<file path="src/rtl/uart_rx_fifo.sv">
// 8N1 UART receiver feeding a first-word-fall-through byte FIFO with valid/ready pop.
// Framing errors and dropped-on-full bytes are reported as single-cycle pulses.
module uart_rx_fifo #(
  parameter int unsigned CLKS_PER_BIT = 434,
  parameter int unsigned ADDR_W       = 4
) (
  input  logic              clk,
  input  logic              res,
  input  logic              uart_rx,
  output logic [7:0]        rx_data,
  output logic              rx_valid,
  input  logic              rx_ready,
  output logic [ADDR_W:0]   fifo_count,
  output logic              frame_err,
  output logic              overrun
);

  localparam int unsigned DEPTH    = 2 ** ADDR_W;
  localparam int unsigned HALF_BIT = CLKS_PER_BIT / 2;
  localparam int unsigned CNT_W    = (CLKS_PER_BIT > 1) ? $clog2(CLKS_PER_BIT) : 1;
  localparam int unsigned PTR_W    = ADDR_W;
  localparam int unsigned FCNT_W   = ADDR_W + 1;

  typedef enum logic [2:0] {
    S_IDLE,
    S_START,
    S_DATA,
    S_STOP,
    S_BREAK
  } state_e;

  logic              sync1_q, sync1_d;
  logic              sync2_q, sync2_d;
  state_e            state_q, state_d;
  logic [CNT_W-1:0]  cnt_q, cnt_d;
  logic [2:0]        bit_idx_q, bit_idx_d;
  logic [7:0]        shift_q, shift_d;
  logic              push_q, push_d;
  logic [7:0]        push_byte_q, push_byte_d;
  logic              frame_err_q, frame_err_d;
  logic              overrun_q, overrun_d;
  logic [7:0]        mem_q [DEPTH];
  logic [7:0]        mem_d [DEPTH];
  logic [PTR_W-1:0]  wr_ptr_q, wr_ptr_d;
  logic [PTR_W-1:0]  rd_ptr_q, rd_ptr_d;
  logic [FCNT_W-1:0] count_q, count_d;
  logic              rx_valid_q, rx_valid_d;
  logic [7:0]        rx_data_q, rx_data_d;
  logic              pop;
  logic              wr_en;

  // Receiver: synchronizer plus bit-timing state machine
  always_comb begin
    sync1_d     = uart_rx;
    sync2_d     = sync1_q;
    state_d     = state_q;
    cnt_d       = cnt_q;
    bit_idx_d   = bit_idx_q;
    shift_d     = shift_q;
    push_d      = 1'b0;
    push_byte_d = push_byte_q;
    frame_err_d = 1'b0;

    unique case (state_q)
      S_IDLE: begin
        if (!sync2_q) begin
          state_d = S_START;
          cnt_d   = '0;
        end
      end
      S_START: begin
        if (cnt_q == CNT_W'(HALF_BIT - 1)) begin
          cnt_d     = '0;
          bit_idx_d = '0;
          state_d   = sync2_q ? S_IDLE : S_DATA;
        end else begin
          cnt_d = cnt_q + CNT_W'(1);
        end
      end
      S_DATA: begin
        if (cnt_q == CNT_W'(CLKS_PER_BIT - 1)) begin
          cnt_d              = '0;
          shift_d[bit_idx_q] = sync2_q;
          bit_idx_d          = bit_idx_q + 3'd1;
          if (bit_idx_q == 3'd7) state_d = S_STOP;
        end else begin
          cnt_d = cnt_q + CNT_W'(1);
        end
      end
      S_STOP: begin
        if (cnt_q == CNT_W'(CLKS_PER_BIT - 1)) begin
          cnt_d = '0;
          if (sync2_q) begin
            push_d      = 1'b1;
            push_byte_d = shift_q;
            state_d     = S_IDLE;
          end else begin
            frame_err_d = 1'b1;
            state_d     = S_BREAK;
          end
        end else begin
          cnt_d = cnt_q + CNT_W'(1);
        end
      end
      S_BREAK: begin
        if (sync2_q) state_d = S_IDLE;
      end
      default: state_d = S_IDLE;
    endcase
  end

  // FIFO: a pop in the same cycle frees the slot a full-FIFO push needs
  always_comb begin
    pop       = rx_valid_q && rx_ready;
    wr_en     = push_q && ((count_q < FCNT_W'(DEPTH)) || pop);
    overrun_d = push_q && !wr_en;
    mem_d     = mem_q;
    if (wr_en) mem_d[wr_ptr_q] = push_byte_q;
    wr_ptr_d   = wr_ptr_q + PTR_W'(wr_en);
    rd_ptr_d   = rd_ptr_q + PTR_W'(pop);
    count_d    = count_q + FCNT_W'(wr_en) - FCNT_W'(pop);
    rx_valid_d = (count_d != '0);
    rx_data_d  = rx_valid_d ? mem_d[rd_ptr_d] : 8'h00;
  end

  always_ff @(posedge clk) begin
    if (res) begin
      sync1_q     <= 1'b1;
      sync2_q     <= 1'b1;
      state_q     <= S_IDLE;
      cnt_q       <= '0;
      bit_idx_q   <= '0;
      shift_q     <= '0;
      push_q      <= 1'b0;
      push_byte_q <= '0;
      frame_err_q <= 1'b0;
      overrun_q   <= 1'b0;
      wr_ptr_q    <= '0;
      rd_ptr_q    <= '0;
      count_q     <= '0;
      rx_valid_q  <= 1'b0;
      rx_data_q   <= '0;
    end else begin
      sync1_q     <= sync1_d;
      sync2_q     <= sync2_d;
      state_q     <= state_d;
      cnt_q       <= cnt_d;
      bit_idx_q   <= bit_idx_d;
      shift_q     <= shift_d;
      push_q      <= push_d;
      push_byte_q <= push_byte_d;
      frame_err_q <= frame_err_d;
      overrun_q   <= overrun_d;
      mem_q       <= mem_d;
      wr_ptr_q    <= wr_ptr_d;
      rd_ptr_q    <= rd_ptr_d;
      count_q     <= count_d;
      rx_valid_q  <= rx_valid_d;
      rx_data_q   <= rx_data_d;
    end
  end

  assign rx_data    = rx_data_q;
  assign rx_valid   = rx_valid_q;
  assign fifo_count = count_q;
  assign frame_err  = frame_err_q;
  assign overrun    = overrun_q;

endmodule

</file>
<file path="config.mk">
export PLATFORM = sky130hd
export DESIGN_NAME = uart_rx_fifo
export DESIGN_NICKNAME = d
export VERILOG_FILES = /design/src/rtl/uart_rx_fifo.sv
export SDC_FILE = /design/constraint.sdc
export NUM_CORES = 1
export LEC_CHECK = 0
export ABC_CLOCK_PERIOD_IN_PS = 5050
export BUFFER_PORTS_ARGS = -buffer_cell sky130_fd_sc_hd__buf_4
export CAP_MARGIN = 20
export CORE_MARGIN = 8
export CORE_UTILIZATION = 39
export DETAILED_ROUTE_END_ITERATION = 10
export PLACE_DENSITY = 0.62
export SLEW_MARGIN = 20
export SYNTH_ARGS = -nofsm -noshare
export SYNTH_HDL_FRONTEND = slang
export SYNTH_SLANG_ARGS = --single-unit
export TNS_END_PERCENT = 30
</file>
<file path="constraint.sdc">
create_clock -name clk -period 5.05 [get_ports clk]
set_clock_uncertainty 0.1 [all_clocks]
set_input_delay 0.7575 -clock clk [delete_from_list [all_inputs] [get_ports clk]]
set_output_delay 0.7575 -clock clk [all_outputs]
set_load 0.1 [all_outputs]
</file>
Yosys cells after proc, flatten, opt, wreduce, memory -nomap -nowiden
Cells that the tools add are included.

word-level totals
  register bits = 186
  word-level logic and storage cells = 108
  output and inout port bits = 16
  input port bits = 4

operators by class
  $lt $le $gt $ge = 6
  reduce and logical (&&, ||, !) cells = 19
  bitwise gates (word level) = 5
  $add $sub $neg = 6
  eq/ne operators = 13
  mux-type cells = 28

operators with widths
  operator                                                  count
  bitwise mux 128 bit                                       1
  two-way mux 128 bit                                       1
  binary-select mux 8 bit (select 4 bit)                    1
  demux 8 bit (select 4 bit)                                1
  two-way mux 3 bit                                         9
  two-way mux 9 bit                                         3
  case mux 9 bit (3 select lines)                           1
  two-way mux 8 bit                                         3
  case mux 3 bit (5 select lines)                           1
  != test 2 bit, second input constant                      6
  greater-or-equal comparator 5 bit, second input constant  2
  NOT 4 -> 5 bit                                            2
  adder 9 x 1 -> 9 bit, second input constant               1
  equality test 9 x 8 -> 1 bit, second input constant       1
  equality test 9 bit, second input constant                1
  adder 4 x 1 -> 4 bit                                      2
  bitwise mux 8 bit                                         1
  equality test 3 x 2 -> 1 bit, second input constant       2
  equality test 3 bit, second input constant                2
  case mux 3 bit (2 select lines)                           1
  AND reduction 3 bit                                       2
  AND reduction 6 bit                                       1
  adder 5 x 1 -> 5 bit                                      1
  logical AND 1 bit                                         5
  other kinds (20)                                          26

Depth between registers and ports, before layout
  word-level depth = 10
  gate-level depth with buffers = 15
  depth with buffers taken out = 13

Worst setup path before layout
Ideal clock, no wire load.

  path kind = input-to-reg
  start = input res
  end = register cnt_q[6]
  buffers on the path = 1
  arrival time = 4488 ps
  path slack = 370 ps
  cell stages on the path = 4
  data required time = 4858 ps
  setup time = 92 ps
  path through = clkbuf_1 -> inv_1 -> o21ai_0 -> a21oi_1

RTL lines
  element               line  source
  from (decl)           8     input logic res,
  to (signal assigned)  147   cnt_q <= cnt_d;
  to (decl)             35    logic [CNT_W-1:0] cnt_q, cnt_d;

Worst setup path in the final report
  start = register rx_valid_q, in the netlist rx_valid
  end = register rx_data_q[6], in the netlist rx_data[6]

between the ends
  cells in the longest elaborated chain, start to end = 8
  elaborated cells on any way between the ends = 14
  classes of those cells = add/sub (3); mux (4); bitwise (2); reduce/logical (5)

ends and longest elaborated chain
  element                              line  source
  from (decl)                          47    logic rx_valid_q, rx_valid_d;
  from (signal assigned)               158   rx_valid_q <= rx_valid_d;
  logical AND 1 bit *                  114   pop = rx_valid_q && rx_ready;
  logical OR 1 bit                     115   wr_en = push_q && ((count_q < FCNT_W'(DEPTH)) || pop);
  logical AND 1 bit                    115
  adder 5 x 1 -> 5 bit                 121   count_d = count_q + FCNT_W'(wr_en) - FCNT_W'(pop);
  subtractor 5 x 1 -> 5 bit            121
  nonzero test 5 bit                   122   rx_valid_d = (count_d != '0);
  NOT 1 bit (no source line)           --
  OR reduction 2 bit (no source line)  --
  to (signal assigned)                 159   rx_data_q <= rx_data_d;
  to (decl)                            48    logic [7:0] rx_data_q, rx_data_d;

Mark *: on every way between the ends. The rest lies on a longest branch, timed or not. The select of a mux whose other input is x is not followed.
A chain may end at the register's enable or synchronous reset.

==> qor.yml <==
critical_path:
  slowest_stage: "dfxtp_1"
  cp_top_family: "compound AO/OA/AOI/OAI gates"
  criticalPathCategory: "reg2reg"
  cp_cell_sequence: "a21bo_1 > nand2_1 > ha_1 > inv_1 > ha_1 > inv_1 > fa_1 > nand2b_1 > a21oi_1 > xnor2_1 > a41oi_1 > buf_4 > o2111ai_1 > a32oi_1"
  critPathLaunchType: "register"
  slowest_delay_ns: 0.45
  crit_buf_inv: 3
  worst_r2r_path_depth: 14
  cp_max_fo: 11
  crit_cells: 14
  worstPathArrival_ns: 3.59
  cp-end-kind: "register"
  critPathRequiredTime_ns: 5.30
logic_synthesis:
  synth_area_per_cell_um2: 13.7
  yosys_warnings: 0
  syn-num-nets: 696
  synth_ff_type: "edfxtp_1"
  syn_area_um2: 9270
  syn_inst: 677
  synth_top_area_frac: 0.415
  ys_ff_latch: 186
  synth_area_leaders: "edfxtp_1 (41%), mux2_2 (16%), dfxtp_1 (13%)"
  ys_seq_area_frac: 0.540
  synth_edf_count: 128
  synth.distinct_cells: 70
  ys_async_sr_fraction: 0
  synth_largest_area_cell: "edfxtp_1"
timing:
  rsz0062_at_grt: "false"
  fin_crit_ns: 3.34
  slew_headroom: 0.373
  setup_ws_ns: 1.71
  fmax_mhz: 299
  tightest_slew_ns: 0.936
  period_share: 0.662
  hold_viol: 0
  drv_slew: 0
  setup_viol: 0
  tns_ns: 0
power_and_ir_drop:
  power_mw: 4.24
  vdd_drop_max_mv: 0.229
  powerDensity_nw_per_um2: 411
  p_leak_nw: 3.58
routing:
  drc: 0
  vias: 5642
  drt_iter0_drc: 491
  routed_wl_um: 20500
  routedWlPerCell_um: 20.2
  drt-pass1-iter-count: 5
  viasPerCell: 5.56
  final_antenna_net_count: 0
global_route:
  grt_overflow: 0
  grt_max_degree: 49
  grt_first_pass_wirelength_um: 33000
  grt_pass1_vias: 5708
  grt_util_all_layers: 0.148
  grt_antenna_before_repair: 0
clocking:
  clock-sinks: 186
  cts-root-buf: "clkbuf_16"
  clk-insertion-delay-late_ns: 0.43
  cts-resized-gates: 0
  cts.hold.buffers_added: 0
  htree_levels: 4
  tritoncts: "yes"
  clockBufferDepth: 2
  cts_made_buffers: 17
  cts_setup_buffers: 0
  clkSlewWorstSetupHoldPaths_ns: 0.07
min_path:
  min_path_type: "reg2reg"
  hold_depth: 1
layout:
  area_delta_synth_final_pct: 11.2
  antenna_cells: 0
  final_common_cell: "mux2_2"
  multi_input_area_um2: 4050
  fin_cells: 1014
  fin_nets: 701
  nFillCells: 2133
  final_cell_mix: "mux2_2 (132), edfxtp_1 (128), dfxtp_1 (58), nor2_1 (55), buf_4 (24)"
  post-route-util: 0.440
  drive_gt1_frac: 0.334
  regArea_um2: 5000
floorplan:
  die_y_um: 170
  ios: 20
  fp.dieW_um: 170
  core-area_um2: 23400
  core.rowCount: 56
  start_util: 0.396
  dieArea_um2: 28900
placed_design:
  place_ws_ns: 1.33
  place.gp.congestion: 0.847
  portBuffers: 19
  dpl.hpwl_um: 13600
  dp_cells: 982
status:
  outcome: "completed"
flow_run:
  maxCapViolCount: 0
-- area by class of cell --
cell class                 instances  area share
multi-input combinational        441       0.393
timing repair buffer              24      0.0175
clock inverter                    13      0.0183
tap                              319      0.0387
sequential                       186       0.486
inverter                          12     0.00461
clock buffer                      19      0.0420
-- state kept, by name, summed over array words and instances (netlist names) --
| signal | flops |
|---|---|
| mem_q | 128 |
| cnt_q | 9 |
| push_byte_q | 8 |
| rx_data | 8 |
| shift_q | 8 |
| fifo_count | 5 |
| rd_ptr_q | 4 |
| wr_ptr_q | 4 |
| bit_idx_q | 3 |
| state_q | 3 |
| frame_err | 1 |
| overrun | 1 |
| push_q | 1 |
| rx_valid | 1 |
| sync1_q | 1 |
| sync2_q | 1 |
-- layer usage --
layer,vias to the layer above,share of wire,global-route usage
li1,2612,-,-
met1,2888,0.47,0.197
met2,117,0.48,0.238
met3,25,0.035,0.0264
met4,0,0.017,0.0526
met5,-,0,0
-- cells in the mapped netlist (7+ instances only) --
cell type,instances
a21oi_1,14
and3_1,8
clkbuf_1,27
dfxtp_1,58
edfxtp_1,128
ha_1,14
inv_1,11
mux2_2,132
mux2i_1,17
mux4_2,22
nand2_1,16
nand3_1,10
nor2_1,55
nor3_1,13
nor3_2,8
o211ai_1,8
o22ai_1,7
o32a_1,7
xor2_1,8
-- per-stage QoR --
| step | hold slack [ns] | instance area, um^2 |
|---|---|---|
| final | 0.328 | 10300 |
| after global routing | 0.353 | 10300 |
| after CTS | 0.331 | 10300 |
| after detailed placement | 0.314 | 9680 |
| after global placement | 0.306 | 9680 |
| after floorplan | 0.289 | 9270 |
-- report_power, final --
group,internal [mW],switching [mW]
combinational,0.348,0.662
clock,0.836,0.593
sequential,1.74,0.0590
-- cells by family after synthesis --
group | after synthesis | synth area share
AO/OA/AOI/OAI | 69 | 0.0543
XOR/XNOR | 14 | 0.0132
adder cells (fa/ha/maj) | 15 | 0.0211
buffers and inverters | 50 | 0.0227
flip-flops | 186 | 0.540
multiplexers | 175 | 0.237
AND/OR/NAND/NOR | 168 | 0.111
-- final timing paths --
path	start	end	slack (ns)
worst max-delay path	rx_valid$_SDFF_PP0_	rx_data[6]$_SDFF_PP0_	1.71
worst min register to register	sync1_q$_SDFF_PP1_	sync2_q$_SDFF_PP1_	0.33
worst min-delay path	sync1_q$_SDFF_PP1_	sync2_q$_SDFF_PP1_	0.33
worst max register to register	rx_valid$_SDFF_PP0_	rx_data[6]$_SDFF_PP0_	1.71
Power figures use the tool's default switching activity.
